## config.mk

```make
export PLATFORM = sky130hd
export DESIGN_NAME = frame_seq
export DESIGN_NICKNAME = d
export VERILOG_FILES = /design/src/rtl/frame_seq_pkg.sv /design/src/rtl/frame_cnt.sv /design/src/rtl/frame_seq.sv
export SDC_FILE = /design/constraint.sdc
export NUM_CORES = 1
export LEC_CHECK = 0
export BUFFER_PORTS_ARGS = -buffer_cell sky130_fd_sc_hd__buf_2
export CAP_MARGIN = 15
export CORE_ASPECT_RATIO = 1.2
export CORE_UTILIZATION = 35
export CTS_BUF_LIST = sky130_fd_sc_hd__clkbuf_16
export CTS_CLUSTER_DIAMETER = 200
export DETAILED_ROUTE_END_ITERATION = 12
export PLACE_DENSITY = 0.58
export SLEW_MARGIN = 20
export SYNTH_ARGS = -nofsm -noshare
export SYNTH_HDL_FRONTEND = slang
export SYNTH_SLANG_ARGS = --single-unit
```

## constraint.sdc

```tcl
create_clock -name clk -period 3.45 [get_ports clk]
set_input_delay 0.1725 -clock clk [delete_from_list [all_inputs] [get_ports clk]]
set_output_delay 0.1725 -clock clk [all_outputs]
set_load 0.01 [all_outputs]
```

## src/rtl/frame_seq_pkg.sv

```systemverilog
// Shared definitions for the frame sequencer: state encoding, default frame
// geometry and a width helper used by the sequencer and its counter.
package frame_seq_pkg;

   typedef enum logic [2:0] {
      ST_IDLE  = 3'd0,
      ST_FILL  = 3'd1,
      ST_RUN   = 3'd2,
      ST_FLUSH = 3'd3,
      ST_DONE  = 3'd4
   } state_e;

   localparam int DEF_IMG_W  = 512;
   localparam int DEF_IMG_H  = 512;
   localparam int DEF_ADDR_W = 11;

   // Counter width for values 0..n-1; never narrower than one bit.
   function automatic int bits_for(input int n);
      return (n > 1) ? $clog2(n) : 1;
   endfunction

endpackage

```

## src/rtl/frame_cnt.sv

```systemverilog
// Column/row advance counter: column wraps at IMG_W-1 and bumps the row,
// row wraps after ROWS rows. Synchronous clear has priority over advance.
module frame_cnt
   import frame_seq_pkg::*;
#(
   parameter int IMG_W = DEF_IMG_W,
   parameter int ROWS  = DEF_IMG_H,
   parameter int COL_W = bits_for(IMG_W),
   parameter int ROW_W = bits_for(ROWS)
) (
   input  logic             clk,
   input  logic             rst_n,
   input  logic             clr_i,
   input  logic             en_i,
   output logic [COL_W-1:0] col_o,
   output logic [ROW_W-1:0] row_o,
   output logic             row_step_o
);

   logic [COL_W-1:0] col_q, col_d;
   logic [ROW_W-1:0] row_q, row_d;
   logic             col_end;
   logic             row_end;

   assign col_end    = (col_q == COL_W'(IMG_W - 1));
   assign row_end    = (row_q == ROW_W'(ROWS - 1));
   assign row_step_o = en_i & col_end;
   assign col_o      = col_q;
   assign row_o      = row_q;

   always_comb begin
      col_d = col_q;
      row_d = row_q;
      if (clr_i) begin
         col_d = '0;
         row_d = '0;
      end else if (en_i) begin
         if (col_end) begin
            col_d = '0;
            row_d = row_end ? '0 : row_q + ROW_W'(1);
         end else begin
            col_d = col_q + COL_W'(1);
         end
      end
   end

   always_ff @(posedge clk or negedge rst_n) begin
      if (!rst_n) begin
         col_q <= '0;
         row_q <= '0;
      end else begin
         col_q <= col_d;
         row_q <= row_d;
      end
   end

endmodule

```

## src/rtl/frame_seq.sv

```systemverilog
// Frame sequencer: fills PIPE_ROWS rows of line buffer, streams the frame with
// pass-through handshakes, then flushes the pipeline with the input stalled.
module frame_seq
   import frame_seq_pkg::*;
#(
   parameter int IMG_W     = DEF_IMG_W,
   parameter int IMG_H     = DEF_IMG_H,
   parameter int PIPE_ROWS = 2,
   parameter int LB_NUM    = 4,
   parameter int ADDR_W    = DEF_ADDR_W
) (
   input  logic              clk,
   input  logic              rst_n,
   input  logic              in_valid,
   input  logic              in_last,
   output logic              in_ready,
   input  logic              out_ready,
   output logic              out_valid,
   output logic              out_last,
   output logic              en,
   output logic [ADDR_W-1:0] lb_waddr,
   output logic [1:0]        lb_wsel,
   output logic              edg,
   output logic [2:0]        state,
   output logic              done,
   output logic              err
);

   localparam int ROWS  = IMG_H + PIPE_ROWS;
   localparam int COL_W = bits_for(IMG_W);
   localparam int ROW_W = bits_for(ROWS);

   state_e           state_q, state_d;
   logic [1:0]       lb_wsel_q, lb_wsel_d;
   logic             err_q, err_d;
   logic [COL_W-1:0] col;
   logic [ROW_W-1:0] row;
   logic             row_step;
   logic             clr_c, en_c, in_ready_c, out_valid_c;
   logic             col_last, fill_last, in_final, flush_last, accept;

   frame_cnt #(
      .IMG_W (IMG_W),
      .ROWS  (ROWS),
      .COL_W (COL_W),
      .ROW_W (ROW_W)
   ) u_cnt (
      .clk        (clk),
      .rst_n      (rst_n),
      .clr_i      (clr_c),
      .en_i       (en_c),
      .col_o      (col),
      .row_o      (row),
      .row_step_o (row_step)
   );

   // The advance row equals the input row until the input side is exhausted.
   assign col_last   = (col == COL_W'(IMG_W - 1));
   assign fill_last  = (PIPE_ROWS > 0) && (row == ROW_W'(PIPE_ROWS - 1)) && col_last;
   assign in_final   = (row == ROW_W'(IMG_H - 1)) && col_last;
   assign flush_last = (row == ROW_W'(ROWS - 1)) && col_last;

   always_comb begin
      state_d     = state_q;
      in_ready_c  = 1'b0;
      out_valid_c = 1'b0;
      en_c        = 1'b0;
      clr_c       = 1'b0;
      case (state_q)
         ST_IDLE: begin
            in_ready_c = 1'b1;
            en_c       = in_valid;
            if (in_valid)
               state_d = (PIPE_ROWS == 0 || fill_last) ? ST_RUN : ST_FILL;
         end
         ST_FILL: begin
            in_ready_c = 1'b1;
            en_c       = in_valid;
            if (in_valid && fill_last)
               state_d = ST_RUN;
         end
         ST_RUN: begin
            in_ready_c  = out_ready;
            out_valid_c = in_valid;
            en_c        = in_valid & out_ready;
            if (en_c && in_final)
               state_d = (PIPE_ROWS == 0) ? ST_DONE : ST_FLUSH;
         end
         ST_FLUSH: begin
            out_valid_c = 1'b1;
            en_c        = out_ready;
            if (en_c && flush_last)
               state_d = ST_DONE;
         end
         ST_DONE: begin
            clr_c   = 1'b1;
            state_d = ST_IDLE;
         end
         default: begin
            clr_c   = 1'b1;
            state_d = ST_IDLE;
         end
      endcase
   end

   // Framing is tracked by the counter; in_last only feeds the error flag.
   assign accept = in_valid & in_ready_c;
   assign err_d  = err_q | (accept & (in_last ^ in_final));

   always_comb begin
      lb_wsel_d = lb_wsel_q;
      if (clr_c)
         lb_wsel_d = '0;
      else if (row_step)
         lb_wsel_d = (lb_wsel_q == 2'(LB_NUM - 1)) ? 2'd0 : lb_wsel_q + 2'd1;
   end

   always_ff @(posedge clk or negedge rst_n) begin
      if (!rst_n) begin
         state_q   <= ST_IDLE;
         lb_wsel_q <= '0;
         err_q     <= 1'b0;
      end else begin
         state_q   <= state_d;
         lb_wsel_q <= lb_wsel_d;
         err_q     <= err_d;
      end
   end

   // en is gated so an in_valid held high during reset cannot look like an advance.
   assign en        = en_c & rst_n;
   assign in_ready  = in_ready_c;
   assign out_valid = out_valid_c;
   assign out_last  = out_valid_c & flush_last;
   assign edg       = out_valid_c & ((row == ROW_W'(PIPE_ROWS)) || (row == ROW_W'(ROWS - 1)) ||
                                     (col == '0) || col_last);
   assign lb_waddr  = ADDR_W'(col);
   assign lb_wsel   = lb_wsel_q;
   assign state     = state_q;
   assign done      = (state_q == ST_DONE);
   assign err       = err_q;

endmodule

```

# --- Yosys cells after proc, flatten, opt, wreduce, memory -nomap -nowiden ---
# Cells that the tools add are included.
# W data, S select, Z words.
op_classes:
  addsub: 3
  n_eq_ne: 17
  muxes: 19
  n_bitwise: 9
  n_reduce_logical: 15
ops:
  columns: ["cell", "n"]
  rows:
  - ["$mux W10", 4]
  - ["$mux W9", 3]
  - ["$mux W3", 4]
  - ["$pmux W3 S4", 1]
  - ["$add A10 B1 Y10 const B", 1]
  - ["$eq A10 B1 Y1 const B", 1]
  - ["$eq A10 B10 Y1 const B", 1]
  - ["$eq A10 B2 Y1 const B", 1]
  - ["$eq A10 B9 Y1 const B", 1]
  - ["$add A9 B1 Y9 const B", 1]
  - ["$eq A9 B9 Y1 const B", 1]
  - ["$logic_not A9 Y1", 1]
  - ["$mux W2", 4]
  - ["$ne A2 B2 Y1 const B", 4]
  - ["$and A1 B1 Y1", 7]
  - ["$eq A3 B2 Y1 const B", 2]
  - ["$logic_and A1 B1 Y1", 6]
  - ["$ne A2 B1 Y1 const B", 3]
  - ["$pmux W1 S2", 2]
  - ["$reduce_and A4 Y1", 1]
  - ["$reduce_or A4 Y1", 1]
  - ["$eq A3 B1 Y1 const B", 1]
  - ["$eq A3 B3 Y1 const B", 1]
  - ["$logic_not A3 Y1", 1]
  - ["other kinds (8)", 10]
totals:
  regBits: 25
  in_bits: 5
  elab_cells: 68

# --- Depth between registers and ports, before layout ---
logic_depth:
  depth_word: 6
  mapped_depth: 9
  ltp_nobuf: 8

# --- Modules after synthesis ---
# A second synthesis with hierarchy kept.
unflattened:
  cells_unflattened: 178
  hier_area_um2: 1625.3
modules_own_cells:
  columns: ["mod", "instances", "cells_per_inst", "area_each_um2", "seq_area_each_um2"]
  rows:
  - ["frame_cnt", 1, 111, 1063.5, 475.5]
  - ["frame_seq", 1, 67, 561.8, 150.1]

# --- Worst setup path after synthesis ---
# Ideal clock, no wire load.
synth_path:
  kind: "reg-to-output"
  start: "register u_cnt.col_q[0] (netlist: u_cnt.col_o[0])"
  end: "output out_last"
  arrival_time_ps: 1966
  path_slack_ps: 1311
  stages_incl_launch_ff: 9
  path_buffers: 1
  cell_sequence: "dfrtp_1 > ha_1 > nand3_1 > nor2_1 > ha_1 > clkbuf_1 > nor3b_1 > nand2_1 > nor3_1"
synth_between:
  elab_chain_cells: 3
synth_lines:
  columns: ["item", "line", "rtl"]
  rows:
  - ["start: declaration", "frame_cnt.sv:20", "logic [COL_W-1:0] col_q, col_d;"]
  - ["start signal: assignment", "frame_cnt.sv:52", "col_q <= col_d;"]
  - ["$eq A9 B9 Y1", "frame_seq.sv:58", "assign col_last = (col == COL_W'(IMG_W - 1));"]
  - ["$logic_and A1 B1 Y1", "frame_seq.sv:61", "assign flush_last = (row == ROW_W'(ROWS - 1)) && col_last;"]
  - ["$and A1 B1 Y1", "frame_seq.sv:134", "assign out_last = out_valid_c & flush_last;"]
  - ["end: declaration", "frame_seq.sv:19", "output logic out_last,"]
# No other way between the ends.

# --- Worst setup path in the final report ---
# Ends and elaborated chain as after synthesis.

==> results.toml <==
[power]
power_frac_seq_pct = 48.3
p_sw_w = 0.000245
p_leak_nw = 0.804
intPower_w = 0.000562
clkPwrFrac_pct = 32.0
combinationalPowerShare_pct = 19.7
switching_share_pct = 30.4
pwr_density_cell_nw_per_um2 = 445
ir_drop_uv = 167

[logic_synthesis]
syn_inst = 177
seq_area_frac_synth_pct = 39.9
synth_ff_type = "dfrtp_1"
synth.distinct_cells = 44
yosysWarnings = 0
synth_area_um2 = 1570
synth_seq_cells = 25
synth-edff-count = 0
async_flop_share_pct = 100
syn_avg_cell_area_um2 = 8.86

[die]
die_y_um = 75.3
core_um2 = 4260
num_io_pins = 28
start_util_pct = 36.8
die-area_um2 = 4750
num_rows = 26
die_x_um = 63.1

[clocking]
cts_buffer_depth = 2
cts_root_buf = "clkbuf_16"
cts_resized = 0
insertion_delay_ns = 0.26
path_clk_slew_ns = 0.06
cts_inserted_buffers = 3
h-tree-depth = 1
cts_tree = "yes"
cts_sinks = 25

[sta]
finalCriticalPeriod_ns = 2.52
hold_violations = 0
tightest_slew_ns = 0.658
slew_viol_final = 0
skew_ns = 0.00398
slew_headroom_pct = 56.1
setup_viol = 0
setup_ws_ns = 0.933
fmax_mhz = 397
period_share_pct = 73.0
rsz0062_at_grt = "false"
tns_ns = 0

[finish]
regArea_um2 = 626
area_growth_pct = 15.7
drive_above_1_share_pct = 18.1
fin_area_um2 = 1810
final_nets = 212
diodes = 0
multiInputGateArea_um2 = 875
fillers = 433

[worst_setup_path]
arrival_ns = 2.34
end_kind = "primary output"
ff2ff_setup_slack_ns = 1.16
r2r-start = "u_cnt.col_o[0]"
start_kind = "register"
crit_type = "reg -> out"
setup.worst_path.start = "u_cnt.col_o[0]"
path_max_fanout = 13
cp.required_ns = 3.28

[placed_design]
gp_congestion = 0.774
port_buffers = 25
place_hpwl_um = 2620
post_dp_cell_area_um2 = 1730
dp_slack_ns = 1.15

[global_routing]
grt_overflow = 0
track_usage_pct = 16.3
grt_max_degree = 27
antenna_found_initial = 0
grt_pass1_vias = 1255
grt_pass1_wl_um = 6000

[outcome]
status = "complete, no violations"

[run]
maxCapViolCount = 0

[worst_hold_path]
worstHoldStart = "out_ready"
min_path_type = "in -> reg"

[route]
via_count = 1392
post-route-drc-count = 0
ant_nets = 0
firstDrtPassIters = 4
wl_per_cell_um = 14.3
routed_wl_um = 3640
drt_iter0_markers = 91
routed_via_density = 5.46
[state kept, by name, summed over array words and instances, names as in the netlist]
signal	count
state	3
lb_wsel	2
u_cnt.col_o	9
u_cnt.row_o	10
err	1
[worst paths after layout]
kind                                       end  cells after the start
max in group asynchronous             state[1]                      2
worst min register to register             err                      1
min in group asynchronous       u_cnt.col_o[7]                      2
worst max register to register             err                      8
worst max-delay path                  out_last                      8
worst min-delay path                  state[2]                      3
[critical path, stage by stage, from the launching register on]
cell	delay [ns]
dfrtp_1	0.42
ha_1	0.23
nand3_1	0.12
nor2_1	0.13
ha_1	0.40
nor3b_1	0.32
nand2_1	0.11
nor3_1	0.19
buf_2	0.16
[layer usage]
metal | GRT usage [%] | part of all wire (%) | up-vias
li1 | - | - | 703
met1 | 20.7 | 47 | 663
met2 | 28.4 | 50 | 22
met3 | 2.25 | 2.3 | 4
met4 | 6.20 | 1.1 | 0
met5 | 0 | 0 | -
[cell type report]
cell class	count	share of cell area (%)
clock buffers	3	4.14
multi-input cells	136	48.2
flip-flops and latches	25	34.5
repair buffers	26	7.45
inverters	8	1.66
clock inverters	1	0.207
well taps	56	3.86
[Yosys cell counts, types with 2 or more instances]
master	number	area, µm²
a21oi_1	7	35.0
or3_1	4	25.0
clkbuf_1	7	26.3
ha_1	7	87.6
a31o_2	4	35.0
nor2b_1	3	18.8
inv_1	8	30.0
nand2_1	13	48.8
nand4_1	4	25.0
a31oi_1	3	18.8
o21ai_0	11	55.1
nand3b_1	2	15.0
nor2_1	17	63.8
o31ai_1	3	22.5
a22o_1	5	43.8
nor4_1	6	37.5
o21ai_1	2	10.0
mux2i_1	3	30.0
nand2b_1	2	12.5
dfrtp_1	25	626
nor3_1	7	35.0
nor3b_1	2	15.0
and3_1	2	12.5
buf_4	2	15.0
nand3_1	9	45.0
[layout by cell type, fill, tap and decap left out, drive strengths merged, types with 2 or more instances in the layout]
master	synthesis	final
nor3	7	7
conb	1	2
nor2	17	17
a31o	4	4
nor2b	3	3
or3	4	4
nand2	13	13
nand3b	2	2
o21ai	13	13
nand3	9	9
a21oi	7	7
nor3b	2	2
inv	8	9
a31oi	3	3
and3	2	2
dfrtp	25	25
nor4	6	6
buf	2	25
clkbuf	7	3
o31ai	3	3
a22o	5	5
nand4	4	4
nand2b	2	2
or4	2	2
ha	7	7
mux2i	3	3
[kinds of logic after synthesis]
logic type | count (synthesis) | synth area share, %
AND/OR/NAND/NOR | 80 | 27.9
AO/OA/AOI/OAI | 42 | 18.8
flip-flops | 25 | 39.9
buffers and inverters | 17 | 4.55
adder cells (fa/ha/maj) | 7 | 5.59
multiplexers | 3 | 1.92
XOR/XNOR | 2 | 1.12
other | 1 | 0.239
[per-stage QoR]
stage | utilization (%) | total power, W | hold slack, ns | instances
global route | 42.6 | 0.000854 | 0.245 | 255
global placement | 40.5 | 0.000556 | 0.221 | 250
floorplan | - | 0.000480 | -0.123 | 178
detailed placement | 40.5 | 0.000557 | 0.217 | 250
CTS | 42.6 | 0.000817 | 0.214 | 255
finish | 42.6 | 0.000807 | 0.223 | 255
[timing repair]
action,CTS,global route
setup endpoints to repair,0,0
buffers inserted,0,0
hold buffers,1,0
endpoints found under the hold margin,25,0
[power by group through the flow]
stage	combinational, W	clock, W	sequential, W
detailed placement	0.000161	0	0.000396
finish	0.000159	0.000258	0.000389
global route	0.000179	0.000274	0.000400
floorplan	0.0000787	0	0.000401
CTS	0.000162	0.000264	0.000390
global placement	0.000161	0	0.000394
Note: power is estimated with default switching activity, not from simulation.
